### src/rtl/stall_ctrl_pkg.sv
// -----------------------------------------------------------------------------
// stall_pkg
// Shared constants and helpers for the pipeline stall controller.
//   MULT_LAT / DIV_LAT : default MDU busy cycles following a mult / div start
//   T_W, tcyc_t        : width and type of the Tuse / Tnew cycle counts
//   TUSE_NONE          : Tuse value meaning "this source operand is not read"
//   MD_CNT_W           : width of the MDU countdown register
//   src_hazard()       : one source-vs-one-producer hazard term
// -----------------------------------------------------------------------------
package stall_pkg;

  localparam int MULT_LAT = 5;
  localparam int DIV_LAT  = 10;
  localparam int MD_CNT_W = 4;

  localparam int T_W = 2;
  typedef logic [T_W-1:0] tcyc_t;

  localparam tcyc_t TUSE_NONE = 2'd3;

  // A source needs to wait when a younger-stage producer writes that register
  // and its value will not be forwardable before the consumer needs it.
  // $0 is hard-wired zero and never creates a dependency. A TUSE_NONE source
  // can never be smaller than a 2-bit Tnew, so the explicit test only makes
  // the intent visible.
  function automatic logic src_hazard(
    input logic [4:0] src,
    input tcyc_t      tuse,
    input logic       regwrite,
    input logic [4:0] a3,
    input tcyc_t      tnew
  );
    return (src != 5'd0) && (tuse != TUSE_NONE) && regwrite &&
           (a3 == src) && (tuse < tnew);
  endfunction

endpackage

### src/rtl/stall_ctrl_if.sv
// -----------------------------------------------------------------------------
// stall_ctrl_if
// Bundle of the hazard inputs and pipeline-control outputs of stall_ctrl.
//   master : pipeline side (drives ID/EX/MA status, reads enables/clears)
//   slave  : stall controller side
// -----------------------------------------------------------------------------
interface stall_ctrl_if;
  import stall_pkg::*;

  // ID stage sources
  logic [4:0] id_rs;
  logic [4:0] id_rt;
  tcyc_t      id_tuse_rs;
  tcyc_t      id_tuse_rt;
  logic       id_md;

  // EX / MA producers
  logic [4:0] ex_a3;
  logic [4:0] ma_a3;
  logic       ex_regwrite;
  logic       ma_regwrite;
  tcyc_t      ex_tnew;
  tcyc_t      ma_tnew;

  // MDU start
  logic       ex_md_start;
  logic       ex_md_div;

  // Global freeze
  logic       halt;

  // Pipeline control
  logic       pc_en;
  logic       if_id_en;
  logic       id_ex_en;
  logic       ex_ma_en;
  logic       id_ex_clr;
  logic       ex_ma_clr;
  logic       md_busy;
  logic [15:0] stall_cnt;

  modport master (
    output id_rs, id_rt, id_tuse_rs, id_tuse_rt, id_md,
           ex_a3, ma_a3, ex_regwrite, ma_regwrite, ex_tnew, ma_tnew,
           ex_md_start, ex_md_div, halt,
    input  pc_en, if_id_en, id_ex_en, ex_ma_en, id_ex_clr, ex_ma_clr,
           md_busy, stall_cnt
  );

  modport slave (
    input  id_rs, id_rt, id_tuse_rs, id_tuse_rt, id_md,
           ex_a3, ma_a3, ex_regwrite, ma_regwrite, ex_tnew, ma_tnew,
           ex_md_start, ex_md_div, halt,
    output pc_en, if_id_en, id_ex_en, ex_ma_en, id_ex_clr, ex_ma_clr,
           md_busy, stall_cnt
  );

endinterface

### src/rtl/stall_ctrl_md_busy_timer.sv
// -----------------------------------------------------------------------------
// md_busy_timer
// Tracks how long the multiply/divide unit stays occupied after a start.
//   clk, reset      : clock, asynchronous active-high reset
//   halt_i          : pipeline frozen; countdown holds, starts are ignored
//   ex_md_start_i   : EX instruction starts the MDU this cycle
//   ex_md_div_i     : start is a divide (1) or a multiply (0)
//   md_busy_o       : MDU occupied (combinational, includes the start cycle)
// -----------------------------------------------------------------------------
module md_busy_timer
  import stall_pkg::*;
#(
  parameter int MULT_LAT = stall_pkg::MULT_LAT,
  parameter int DIV_LAT  = stall_pkg::DIV_LAT
) (
  input  logic clk,
  input  logic reset,
  input  logic halt_i,
  input  logic ex_md_start_i,
  input  logic ex_md_div_i,
  output logic md_busy_o
);

  logic [MD_CNT_W-1:0] md_cnt_q;
  logic [MD_CNT_W-1:0] md_cnt_d;

  // A start only loads an idle counter; a start arriving mid-operation is
  // dropped and the running countdown carries on.
  always_comb begin
    md_cnt_d = md_cnt_q;
    if (!halt_i) begin
      if (ex_md_start_i && (md_cnt_q == '0)) begin
        md_cnt_d = ex_md_div_i ? MD_CNT_W'(DIV_LAT) : MD_CNT_W'(MULT_LAT);
      end else if (md_cnt_q != '0) begin
        md_cnt_d = md_cnt_q - 1'b1;
      end
    end
  end

  always_ff @(posedge clk or posedge reset) begin
    if (reset) begin
      md_cnt_q <= '0;
    end else begin
      md_cnt_q <= md_cnt_d;
    end
  end

  // The start cycle itself already counts as busy.
  assign md_busy_o = ex_md_start_i | (md_cnt_q != '0);

endmodule

### src/rtl/stall_ctrl.sv
// -----------------------------------------------------------------------------
// stall_ctrl
// Pipeline hazard detection and pipeline-register control.
//   clk, reset : clock, asynchronous active-high reset
//   bus        : stall_ctrl_if.slave
//                in : ID sources/Tuse, EX/MA dest/regwrite/Tnew, MDU start,
//                     halt
//                out: pc_en, if_id_en, id_ex_en, ex_ma_en, id_ex_clr,
//                     ex_ma_clr, md_busy, stall_cnt (saturating stall count)
// -----------------------------------------------------------------------------
module stall_ctrl
  import stall_pkg::*;
#(
  parameter int MULT_LAT = stall_pkg::MULT_LAT,
  parameter int DIV_LAT  = stall_pkg::DIV_LAT
) (
  input  logic         clk,
  input  logic         reset,
  stall_ctrl_if.slave  bus
);

  logic [4:0] src    [2];
  tcyc_t      tuse   [2];
  logic [1:0] src_hz;
  logic       data_stall;
  logic       md_stall;
  logic       md_busy;
  logic       stall;

  logic [15:0] stall_cnt_q;
  logic [15:0] stall_cnt_d;

  assign src[0]  = bus.id_rs;
  assign src[1]  = bus.id_rt;
  assign tuse[0] = bus.id_tuse_rs;
  assign tuse[1] = bus.id_tuse_rt;

  genvar gi;
  generate
    for (gi = 0; gi < 2; gi++) begin : g_src
      assign src_hz[gi] =
        src_hazard(src[gi], tuse[gi], bus.ex_regwrite, bus.ex_a3, bus.ex_tnew) |
        src_hazard(src[gi], tuse[gi], bus.ma_regwrite, bus.ma_a3, bus.ma_tnew);
    end
  endgenerate

  md_busy_timer #(
    .MULT_LAT (MULT_LAT),
    .DIV_LAT  (DIV_LAT)
  ) u_md_busy_timer (
    .clk           (clk),
    .reset         (reset),
    .halt_i        (bus.halt),
    .ex_md_start_i (bus.ex_md_start),
    .ex_md_div_i   (bus.ex_md_div),
    .md_busy_o     (md_busy)
  );

  assign data_stall = |src_hz;
  assign md_stall   = bus.id_md & md_busy;
  // Halt overrides everything, so a halted cycle is never a stall cycle.
  assign stall      = (data_stall | md_stall) & ~bus.halt;

  // A stall freezes PC and IF/ID and injects a bubble into ID/EX; the back
  // end keeps draining. Halt freezes every stage and suppresses clears.
  always_comb begin
    bus.pc_en     = 1'b1;
    bus.if_id_en  = 1'b1;
    bus.id_ex_en  = 1'b1;
    bus.ex_ma_en  = 1'b1;
    bus.id_ex_clr = 1'b0;
    bus.ex_ma_clr = 1'b0;
    if (bus.halt) begin
      bus.pc_en    = 1'b0;
      bus.if_id_en = 1'b0;
      bus.id_ex_en = 1'b0;
      bus.ex_ma_en = 1'b0;
    end else if (stall) begin
      bus.pc_en     = 1'b0;
      bus.if_id_en  = 1'b0;
      bus.id_ex_clr = 1'b1;
    end
  end

  always_comb begin
    stall_cnt_d = stall_cnt_q;
    if (stall && (stall_cnt_q != 16'hFFFF)) begin
      stall_cnt_d = stall_cnt_q + 16'd1;
    end
  end

  always_ff @(posedge clk or posedge reset) begin
    if (reset) begin
      stall_cnt_q <= '0;
    end else begin
      stall_cnt_q <= stall_cnt_d;
    end
  end

  assign bus.md_busy   = md_busy;
  assign bus.stall_cnt = stall_cnt_q;

endmodule

### src/flat_wrapper.sv
// flat-port wrapper written by rule: the top's interface ports become plain ports
module stall_ctrl_flat import stall_pkg::*;
#(
  parameter int MULT_LAT = stall_pkg::MULT_LAT,
  parameter int DIV_LAT  = stall_pkg::DIV_LAT
)
  (clk, reset, bus_id_rs, bus_id_rt, bus_id_tuse_rs, bus_id_tuse_rt, bus_id_md, bus_ex_a3, bus_ma_a3, bus_ex_regwrite, bus_ma_regwrite, bus_ex_tnew, bus_ma_tnew, bus_ex_md_start, bus_ex_md_div, bus_halt, bus_pc_en, bus_if_id_en, bus_id_ex_en, bus_ex_ma_en, bus_id_ex_clr, bus_ex_ma_clr, bus_md_busy, bus_stall_cnt);
  stall_ctrl_if bus_i ();
  input  logic clk;
  input  logic reset;
  input wire logic [$bits(bus_i.id_rs)-1:0] bus_id_rs;
  input wire logic [$bits(bus_i.id_rt)-1:0] bus_id_rt;
  input wire logic [$bits(bus_i.id_tuse_rs)-1:0] bus_id_tuse_rs;
  input wire logic [$bits(bus_i.id_tuse_rt)-1:0] bus_id_tuse_rt;
  input wire logic [$bits(bus_i.id_md)-1:0] bus_id_md;
  input wire logic [$bits(bus_i.ex_a3)-1:0] bus_ex_a3;
  input wire logic [$bits(bus_i.ma_a3)-1:0] bus_ma_a3;
  input wire logic [$bits(bus_i.ex_regwrite)-1:0] bus_ex_regwrite;
  input wire logic [$bits(bus_i.ma_regwrite)-1:0] bus_ma_regwrite;
  input wire logic [$bits(bus_i.ex_tnew)-1:0] bus_ex_tnew;
  input wire logic [$bits(bus_i.ma_tnew)-1:0] bus_ma_tnew;
  input wire logic [$bits(bus_i.ex_md_start)-1:0] bus_ex_md_start;
  input wire logic [$bits(bus_i.ex_md_div)-1:0] bus_ex_md_div;
  input wire logic [$bits(bus_i.halt)-1:0] bus_halt;
  output wire logic [$bits(bus_i.pc_en)-1:0] bus_pc_en;
  output wire logic [$bits(bus_i.if_id_en)-1:0] bus_if_id_en;
  output wire logic [$bits(bus_i.id_ex_en)-1:0] bus_id_ex_en;
  output wire logic [$bits(bus_i.ex_ma_en)-1:0] bus_ex_ma_en;
  output wire logic [$bits(bus_i.id_ex_clr)-1:0] bus_id_ex_clr;
  output wire logic [$bits(bus_i.ex_ma_clr)-1:0] bus_ex_ma_clr;
  output wire logic [$bits(bus_i.md_busy)-1:0] bus_md_busy;
  output wire logic [$bits(bus_i.stall_cnt)-1:0] bus_stall_cnt;
  assign bus_i.id_rs = bus_id_rs;
  assign bus_i.id_rt = bus_id_rt;
  assign bus_i.id_tuse_rs = bus_id_tuse_rs;
  assign bus_i.id_tuse_rt = bus_id_tuse_rt;
  assign bus_i.id_md = bus_id_md;
  assign bus_i.ex_a3 = bus_ex_a3;
  assign bus_i.ma_a3 = bus_ma_a3;
  assign bus_i.ex_regwrite = bus_ex_regwrite;
  assign bus_i.ma_regwrite = bus_ma_regwrite;
  assign bus_i.ex_tnew = bus_ex_tnew;
  assign bus_i.ma_tnew = bus_ma_tnew;
  assign bus_i.ex_md_start = bus_ex_md_start;
  assign bus_i.ex_md_div = bus_ex_md_div;
  assign bus_i.halt = bus_halt;
  assign bus_pc_en = bus_i.pc_en;
  assign bus_if_id_en = bus_i.if_id_en;
  assign bus_id_ex_en = bus_i.id_ex_en;
  assign bus_ex_ma_en = bus_i.ex_ma_en;
  assign bus_id_ex_clr = bus_i.id_ex_clr;
  assign bus_ex_ma_clr = bus_i.ex_ma_clr;
  assign bus_md_busy = bus_i.md_busy;
  assign bus_stall_cnt = bus_i.stall_cnt;
  stall_ctrl #(.MULT_LAT(MULT_LAT), .DIV_LAT(DIV_LAT)) u_core (.clk(clk), .reset(reset), .bus(bus_i));
endmodule
### config.mk
export PLATFORM = sky130hd
export DESIGN_NAME = stall_ctrl_flat
export DESIGN_NICKNAME = d
export VERILOG_FILES = /design/src/rtl/stall_ctrl_pkg.sv /design/src/rtl/stall_ctrl_if.sv /design/src/rtl/stall_ctrl_md_busy_timer.sv /design/src/rtl/stall_ctrl.sv /design/src/flat_wrapper.sv
export SDC_FILE = /design/constraint.sdc
export NUM_CORES = 1
export LEC_CHECK = 0
export BUFFER_PORTS_ARGS = -buffer_cell sky130_fd_sc_hd__buf_2
export CAP_MARGIN = 20
export CORE_UTILIZATION = 49
export DETAILED_ROUTE_END_ITERATION = 8
export PLACE_DENSITY = 0.8
export RECOVER_POWER = 100
export SLEW_MARGIN = 10
export SYNTH_ARGS = -nofsm -noshare
export SYNTH_HDL_FRONTEND = slang
export SYNTH_HIERARCHICAL = 1
export SYNTH_SLANG_ARGS = --single-unit
export TNS_END_PERCENT = 50
### constraint.sdc
create_clock -name clk -period 2.15 [get_ports clk]
set_clock_uncertainty 0.05 [all_clocks]
set_input_delay 0.3225 -clock clk [delete_from_list [all_inputs] [get_ports clk]]
set_output_delay 0.3225 -clock clk [all_outputs]
set_load 0.005 [all_outputs]
-- Yosys cells after proc, flatten, opt, wreduce, memory -nomap -nowiden
Index checks and enable logic that the tools add are counted.
- bits in registers: 20
- bits of input ports: 36
- output and inout bits: 23
- add/subtract/negate cells: 2
- magnitude comparators: 4
- eq/ne operators: 7
- mux-type cells: 8
- bitwise logic cells: 7
- reduce and logical (&&, ||, !) cells: 23
- operators by type and width (operator ; number):
    $eq 5x5->1 ; 4
    $add 16x1->16 const B ; 1
    $logic_and 1x1->1 ; 16
    $ne 16x16->1 const B ; 1
    $mux 4 ; 3
    $reduce_bool 5->1 ; 2
    $lt 2x2->1 ; 4
    $mux 1 ; 5
    $logic_not 4->1 ; 1
    $ne 2x2->1 const B ; 2
    $or 1x1->1 ; 4
    $reduce_bool 4->1 ; 1
    $sub 4x1->4 const B ; 1
    $and 1x1->1 ; 2
    $reduce_and 2->1 ; 1
    $reduce_bool 2->1 ; 1
    $reduce_or 2->1 ; 1
    $not 1->1 ; 1

-- Depth between registers and ports, before layout
Gate-level depths: netlist of the first run.
- depth in word-level cells: 11
- gate-level depth with buffers: 9

-- Hierarchy
Netlist of the first run, hierarchy kept.
- by module, submodules not included (module ; times used ; cells an instance ; area an instance (um^2) ; seq. area each (um^2)):
    stall_ctrl ; 1 ; 132 ; 1272.5 ; 400.4
    md_busy_timer ; 1 ; 29 ; 304.0 ; 100.1

-- Worst setup path before layout of the first run
Ideal clock, no wire load.
- path kind: input-to-output
- start point: in bus_ex_tnew[1]
- end point: out bus_pc_en
- arrival: 1.696 ns
- data required time: 1.778 ns
- setup slack: 0.081 ns
- stages: 9
- path buffers: 2
- cell sequence: inv_1 > ha_1 > or2b_1 > nor4_2 > a22oi_1 > o221ai_2 > buf_6 > nor2_1 > buf_4
- longest elaborated chain between the ends: 8
- RTL lines (item ; RTL line ; text):
    start: declaration ; flat_wrapper.sv:20 ; input wire logic [$bits(bus_i.ex_tnew)-1:0] bus_ex_tnew;
    $lt 2x2->1 ; stall_ctrl_pkg.sv:34 ; (a3 == src) && (tuse < tnew);
    $logic_and 1x1->1 ; stall_ctrl_pkg.sv:34 ;
    $or 1x1->1 ; stall_ctrl.sv:42 ; src_hazard(src[gi], tuse[gi], bus.ex_regwrite, bus.ex_a3, bus.ex_tnew) |
    $reduce_or 2->1 (*) ; stall_ctrl.sv:59 ; assign data_stall = |src_hz;
    $or 1x1->1 (*) ; stall_ctrl.sv:62 ; assign stall = (data_stall | md_stall) & ~bus.halt;
    $and 1x1->1 (*) ; stall_ctrl.sv:62 ;
    $mux 1 (*) (2 in series) ; - ;
    end: declaration ; flat_wrapper.sv:25 ; output wire logic [$bits(bus_i.pc_en)-1:0] bus_pc_en;
Every way passes the cells marked *; elsewhere a longest branch is shown, timed or not.

-- Worst setup path in the final report of the first run
- start point: in bus_id_tuse_rt[1]
- end point: out bus_id_ex_clr
- longest elaborated chain between the ends: 11
- RTL lines (item ; RTL line ; text):
    start: declaration ; flat_wrapper.sv:14 ; input wire logic [$bits(bus_i.id_tuse_rt)-1:0] bus_id_tuse_rt;
    $ne 2x2->1 ; stall_ctrl_pkg.sv:33 ; return (src != 5'd0) && (tuse != TUSE_NONE) && regwrite &&
    $logic_and 1x1->1 (3 in series) ; stall_ctrl_pkg.sv:33 ;
    $logic_and 1x1->1 ; stall_ctrl_pkg.sv:34 ;
    $or 1x1->1 (*) ; stall_ctrl.sv:42 ;
    $reduce_or 2->1 (*) ; stall_ctrl.sv:59 ;
    $or 1x1->1 (*) ; stall_ctrl.sv:62 ;
    $and 1x1->1 (*) ; stall_ctrl.sv:62 ;
    $mux 1 (*) ; stall_ctrl.sv:78 ; end else if (stall) begin
    $mux 1 (*) ; stall_ctrl.sv:73 ; if (bus.halt) begin
    end: declaration ; flat_wrapper.sv:29 ; output wire logic [$bits(bus_i.id_ex_clr)-1:0] bus_id_ex_clr;
Marks and branches as above.

==> results of run 1 <==
-- cells by family after synthesis --
family / count (synthesis) / share of synthesized area (%)
buf+inv: 17 / 5.555
simple gates: 60 / 26.35
mux: 6 / 3.968
flops: 20 / 31.75
fa+ha+maj: 7 / 5.555
xor+xnor: 34 / 18.89
compound gates: 16 / 7.698
other cells: 1 / 0.2379
-- synthesized netlist by cell type, drive strengths merged --
library cell,number
xor2,25
dfrtp,20
nand3,13
inv,11
xnor2,9
ha,7
nor4,7
buf,6
nand2,5
nand2b,5
o21ai,5
a211oi,4
and3,4
mux2i,4
nand4,4
nor2,3
nor3b,3
or2b,3
a22oi,2
a31oi,2
and2,2
and4b,2
mux2,2
nor4b,2
or4,2
a211o,1
and2b,1
conb,1
nand3b,1
nand4bb,1
nor3,1
o221ai,1
o41ai,1
or2,1
-- metal layers --
| layer | GRT usage [%] | vias to the layer above | wire (um) |
|---|---|---|---|
| li1 | - | 707 | - |
| met1 | 26.38 | 656 | 1577 |
| met2 | 39.45 | 67 | 1779 |
| met3 | 3.516 | 6 | 251 |
| met4 | 10.54 | 0 | 48 |
| met5 | 0 | - | 0 |
-- cell type report --
class	instances	area, um^2	area share, %
Sequential cell	20	500.5	24.94
Inverter	11	41.29	2.057
Clock buffer	3	22.52	1.122
Timing Repair Buffer	70	371.6	18.52
Multi-Input combinational cell	124	1016	50.62
Tap cell	44	55.05	2.743
-- critical path, delay by kind of cell --
| kind | cells | cell delay, ps |
|---|---|---|
| AOI/OAI and AO/OA | 2 | 400 |
| buffers and inverters | 2 | 230 |
| and+or+nand+nor | 3 | 570 |
| adders and majority gates | 1 | 180 |
-- stage by stage --
stage	power [W]	hold WS, ps	setup TNS [ps]	cells
floorplan	0.0009218	38.58	0	161
global placement	0.001105	169.1	-90.22	262
detailed placement	0.001117	171.5	-232.0	262
CTS	0.001380	288.8	0	272
global route	0.001501	355.6	-18.77	272
finish	0.001388	329.4	0	272
-- state kept, by name (all words and copies together), names as in the netlist --
signal,cells
u_core/bus.stall_cnt,16
u_core/u_md_busy_timer/md_cnt_q,4
-- layout by cell type (no fill, tap or decap), types with 2 or more instances in the layout --
cell      count
and2_1        2
nand2b_1      5
and3_1        4
or4_1         2
inv_1         9
nand3_1      13
a22oi_1       2
nand4_1       4
nor4_1        3
buf_4        11
a211oi_1      4
nor3b_2       3
dfrtp_1      20
clkbuf_4      3
nor4_2        4
or2b_1        3
nand2_1       4
and4b_1       2
clkbuf_1      9
ha_1          6
xnor2_1       9
o21ai_1       4
inv_2         2
xor2_1       25
mux2i_1       4
nor2_1        3
buf_2        49
-- path summary, 6_finish.rpt --
| check | start | endpoint | depth (start not counted) |
|---|---|---|---|
| max in group asynchronous | reset | u_core/bus.stall_cnt[8] | 3 |
| min in group asynchronous | reset | u_core/u_md_busy_timer/md_cnt_q[0] | 3 |
| hold reg to reg | u_core/bus.stall_cnt[11] | u_core/bus.stall_cnt[11] | 1 |
| setup / recovery | bus_id_tuse_rt[1] | bus_id_ex_clr | 8 |
| hold / removal | bus_ex_md_div | u_core/u_md_busy_timer/md_cnt_q[3] | 3 |
| setup reg to reg | u_core/bus.stall_cnt[0] | u_core/bus.stall_cnt[11] | 7 |
-- what timing repair did --
item / CTS / global route
setup buffers: 6 / 1
pin swaps: 1 / 9
hold endpoints to repair: 4 / 0
hold buffers: 1 / 0
endpoints found under the setup margin: 3 / 3
gates resized for setup: 6 / 2
-- power breakdown --
group          switching, W  internal, W
Sequential         0.000106     0.000470
Combinational      0.000287     0.000361
Clock             0.0000992    0.0000652
Total              0.000492     0.000896
==> results.py, run 1 <==
metrics = {
    "clocking": {
        "clk_pin_slew_ps": 90,
        "root_buffer": "clkbuf_4",
        "clock-sinks": 20,
        "numCtsBuffers": 3,
        "cts_max_path_buffers": 2,
        "clock_latency_ps": 290,
        "cts_tree": "done",
        "htree_levels": 1,
    },
    "setup_path": {
        "path_cells": "buf_2 > ha_1 > or2b_1 > nor4_2 > a22oi_1 > o221ai_2 > and2_1 > buf_2",
        "worstSetupPathType": "primary input to output port",
        "arrival_ps": 1700,
        "cp_common_cell": "buf_2",
        "worst_setup_path_start_kind": "primary input",
        "critPathCaptureType": "output port",
        "critPathRequiredTime_ps": 1780,
        "slowest_delay_ps": 250,
        "crit_fanout": 3,
        "ff2ff_setup_slack_ps": 180,
        "cpMaxStageDelayCell": "o221ai_2",
    },
    "cells_and_area": {
        "final_area_mm2": 0.002007,
        "drive_gt1_share_pct": 35.09,
        "n_antenna_cell": 0,
        "fin_util_pct": 65.74,
        "syn_to_final_growth_pct": 27.30,
        "finalNetCount": 273,
        "nFillCells": 270,
    },
    "timing": {
        "period_minus_slack_ps": 2070,
        "maxSlewViolCount": 0,
        "fin_crit_sh_pct": 96.28,
        "max_freq_ghz": 0.4831,
        "tightest_slew_ps": 598.8,
        "finalHoldViolCount": 0,
        "finalWorstSetupSlack_ps": 79.93,
        "maxSlewHeadroom_pct": 60.04,
        "grt_setup_unrepaired": "yes",
        "setup_viol": 0,
    },
    "yosys": {
        "synth.top_cell.area_share_pct": 31.75,
        "yosysTopAreaCell": "dfrtp_1",
        "syn_avg_cell_area_um2": 9.792,
        "yosysSeqAreaShare_pct": 31.75,
        "ys_types": 41,
        "ys.warnings.count": 6,
        "synth_area_leaders": "dfrtp_1 (32%), xor2_1 (14%), ha_1 (5.6%), xnor2_1 (5.0%), nand3_1 (4.1%)",
        "syn-num-nets": 204,
        "ys_ff_latch": 20,
        "synthCells": 161,
        "syn-cell-area_mm2": 0.001577,
    },
    "power": {
        "power_density_mw_per_mm2": 691.8,
        "ir_drop_v": 0.0005914,
        "p_leak_nw": 0.9826,
    },
    "global_route": {
        "antenna_found_initial": 0,
        "groute.usage.overall_pct": 22.32,
        "grt_overflow": 0,
        "grt_pass1_wl_um": 5782,
        "grt_max_degree": 17,
        "grt_pass1_vias": 1397,
    },
    "placed_design": {
        "portBuffers": 57,
        "dp_hpwl_um": 2783,
        "place_ws_ps": -64.35,
        "placed_cell_area_mm2": 0.001916,
        "gp_congestion": 0.9777,
    },
    "detailed_routing": {
        "drtIter0Drc": 63,
        "wl_per_cell_um": 13.44,
        "drt-pass1-iter-count": 4,
        "ant_nets": 0,
        "vias_per_cell": 5.279,
        "num_vias": 1436,
        "drt-total-wl_um": 3657,
        "drcViolationCount": 0,
    },
    "floorplanning": {
        "rows": 20,
        "core_mm2": 0.003053,
        "start_util_pct": 51.64,
        "fp.dieH_um": 58.72,
        "die-width_um": 58.72,
        "top_level_ports": 59,
        "die_area_mm2": 0.003448,
    },
    "flow_run": {
        "cap_viol_max_count": 0,
    },
    "run_status": {
        "status": "finished clean",
    },
    "hold_path": {
        "worstHoldPathType": "primary input to register",
    },
}
Power figures use the tool's default switching activity.
==> inputs of run 2 (changes only) <==
--- a/config.mk
+++ b/config.mk
@@ -7,9 +7,11 @@
 export LEC_CHECK = 0
 export BUFFER_PORTS_ARGS = -buffer_cell sky130_fd_sc_hd__buf_2
 export CAP_MARGIN = 20
-export CORE_UTILIZATION = 49
+export CELL_PAD_IN_SITES_DETAIL_PLACEMENT = 1
+export CELL_PAD_IN_SITES_GLOBAL_PLACEMENT = 1
+export CORE_UTILIZATION = 36
 export DETAILED_ROUTE_END_ITERATION = 8
-export PLACE_DENSITY = 0.8
+export PLACE_DENSITY_LB_ADDON = 0.1
 export RECOVER_POWER = 100
 export SLEW_MARGIN = 10
 export SYNTH_ARGS = -nofsm -noshare
==> run 2 against run 1 <==
  * Sequential share of layout area down 1.3 points
  * Wire length increased by 30%
  * Flip-flop and latch count unchanged
  * First-iteration DRC count shrank 52%
  * Critical endpoint unchanged
  * Die area increased by 35%
  * Clock-buffer cell count is the same
  * Global-route usage shrank 0.49 points
  * Highest routed layer unchanged
  * Utilization down 14 points
  * Power increased by 17%
  * Worst setup slack lost 71 ps
  * Register-to-register slack worse by 110 ps
==> results.py, run 2 (synthesis results as in run 1) <==
metrics = {
    "cells_and_area": {
        "finalNetCount": 277,
        "final_cell_mix": "buf_2 (43), xor2_1 (25), dfrtp_1 (20)",
        "syn_to_final_growth_pct": 34.36,
        "drive_gt1_share_pct": 36.48,
        "largest_reg_flops": 16,
        "fin_util_pct": 51.47,
        "layout_commonest_cell": "buf_2",
        "n_antenna_cell": 0,
        "stdcell_count": 283,
    },
    "setup_path": {
        "ff2ff_setup_slack_ps": 70,
        "path_cells": "inv_2 > ha_4 > nor4b_4 > inv_1 > nand2_2 > o221ai_2 > buf_4 > and2_4 > buf_6",
        "slowest_delay_ps": 400,
        "critPathCaptureType": "output port",
        "crit_fanout": 2,
        "critPathRequiredTime_ps": 1780,
        "worstSetupPathType": "register to output port",
        "cpMaxStageDelayCell": "dfrtp_1",
        "arrival_ps": 1770,
        "reg2reg_depth": 6,
        "worst_setup_path_start_kind": "register",
    },
    "timing": {
        "finalHoldViolCount": 0,
        "setup_viol": 0,
        "setup_tns_ps": 0,
        "fin_crit_sh_pct": 99.56,
        "tightest_slew_ps": 692.9,
        "maxSlewHeadroom_pct": 53.81,
        "grt_setup_unrepaired": "yes",
        "max_freq_ghz": 0.4672,
        "period_minus_slack_ps": 2141,
        "maxSlewViolCount": 0,
    },
    "global_route": {
        "grt_max_degree": 17,
        "groute.usage.overall_pct": 21.83,
        "antenna_found_initial": 0,
        "grt_overflow": 0,
        "grt_pass1_wl_um": 7548,
        "met3_usage_pct": 4.167,
        "grt_pass1_vias": 1606,
        "use_met2_pct": 40.44,
        "grt.busiest_layer": "met2",
        "met1_usage_pct": 26.25,
    },
    "clocking": {
        "cts_tree": "done",
        "root_buffer": "clkbuf_8",
        "clock_latency_ps": 250,
        "clock-sinks": 20,
        "cts_max_path_buffers": 2,
        "htree_levels": 1,
        "clk_pin_slew_ps": 80,
        "numCtsBuffers": 3,
    },
    "power": {
        "ir_drop_v": 0.0004882,
        "power_density_mw_per_mm2": 769.5,
        "p_leak_nw": 1.012,
    },
    "detailed_routing": {
        "ant_nets": 0,
        "wl_per_cell_um": 16.82,
        "drcViolationCount": 0,
        "vias_per_cell": 5.311,
        "drt-pass1-iter-count": 4,
        "drtIter0Drc": 30,
        "num_vias": 1503,
        "drt-total-wl_um": 4760,
    },
    "hold_path": {
        "worstHoldPathType": "primary input to register",
        "hold_depth": 3,
    },
    "placed_design": {
        "portBuffers": 57,
        "gp_congestion": 0.8564,
        "placedCellCount": 268,
        "dp_hpwl_um": 3592,
    },
    "run_status": {
        "status": "finished clean",
    },
    "floorplanning": {
        "fp.dieH_um": 68.18,
        "core_mm2": 0.004115,
        "start_util_pct": 38.31,
        "rows": 23,
        "die-width_um": 68.18,
        "die_area_mm2": 0.004648,
        "top_level_ports": 59,
    },
    "flow_run": {
        "cap_viol_max_count": 0,
    },
}
==> run 2: layout make-up <==
class / instances / area [um^2]
clock inverters: 1 / 30.03
fillers: 501 / 1997
repair buffers: 74 / 405.4
flip-flops and latches: 20 / 500.5
multi-input cells: 124 / 1037
inverters: 11 / 41.29
well taps: 50 / 62.56
clock buffers: 3 / 41.29
==> run 2: through the flow <==
stage	setup slack [ps]	total power [W]	hold WS, ps	instance area (um^2)
final	9.417	0.001630	372.1	2118
after global routing	-106.1	0.001731	388.6	2118
after CTS	2.119	0.001626	340.4	2097
after detailed placement	-141.0	0.001151	175.2	1923
after global placement	-122.6	0.001114	165.8	1923
after floorplan	81.23	0.0009218	38.58	1577
==> run 2: power breakdown <==
| part | internal [W] | switching (W) | total (W) |
|---|---|---|---|
| combinational | 0.000367 | 0.000315 | 0.000682 |
| sequential | 0.000470 | 0.000107 | 0.000578 |
| clock | 0.000248 | 0.000122 | 0.000370 |
| total | 0.00109 | 0.000544 | 0.00163 |
==> run 2: layer usage <==
layer / part of all wire (%) / vias up
li1: - / 715
met3: 5.1 / 4
met2: 52 / 45
met5: 0 / -
met1: 43 / 739
met4: 0.61 / 0
==> run 2: path summary, 6_finish.rpt <==
| check | endpoint | from |
|---|---|---|
| max in group asynchronous | u_core/bus.stall_cnt[10] | reset |
| worst max-delay path | bus_id_ex_clr | u_core/u_md_busy_timer/md_cnt_q[0] |
| worst max register to register | u_core/bus.stall_cnt[1] | u_core/bus.stall_cnt[0] |
| worst min-delay path | u_core/u_md_busy_timer/md_cnt_q[3] | bus_ex_md_div |
| worst min register to register | u_core/bus.stall_cnt[11] | u_core/bus.stall_cnt[11] |
| min in group asynchronous | u_core/u_md_busy_timer/md_cnt_q[2] | reset |
==> run 2: critical path, delay by kind of cell (launching register included) <==
| kind | cells | cell delay [ps] |
|---|---|---|
| AO/OA/AOI/OAI | 1 | 100 |
| buffers and inverters | 4 | 450 |
| adder cells (fa/ha/maj) | 1 | 130 |
| flip-flops | 1 | 400 |
| AND/OR/NAND/NOR | 3 | 430 |
==> run 2: repair_timing <==
item | 4_1_cts | 5_1_grt
buffers inserted | 7 | 3
hold buffers | 1 | 0
pin swaps | 7 | 4
gates resized for setup | 10 | 5
cloned | 0 | 0
hold endpoints to repair | 4 | 0
setup endpoints to repair | 4 | 7
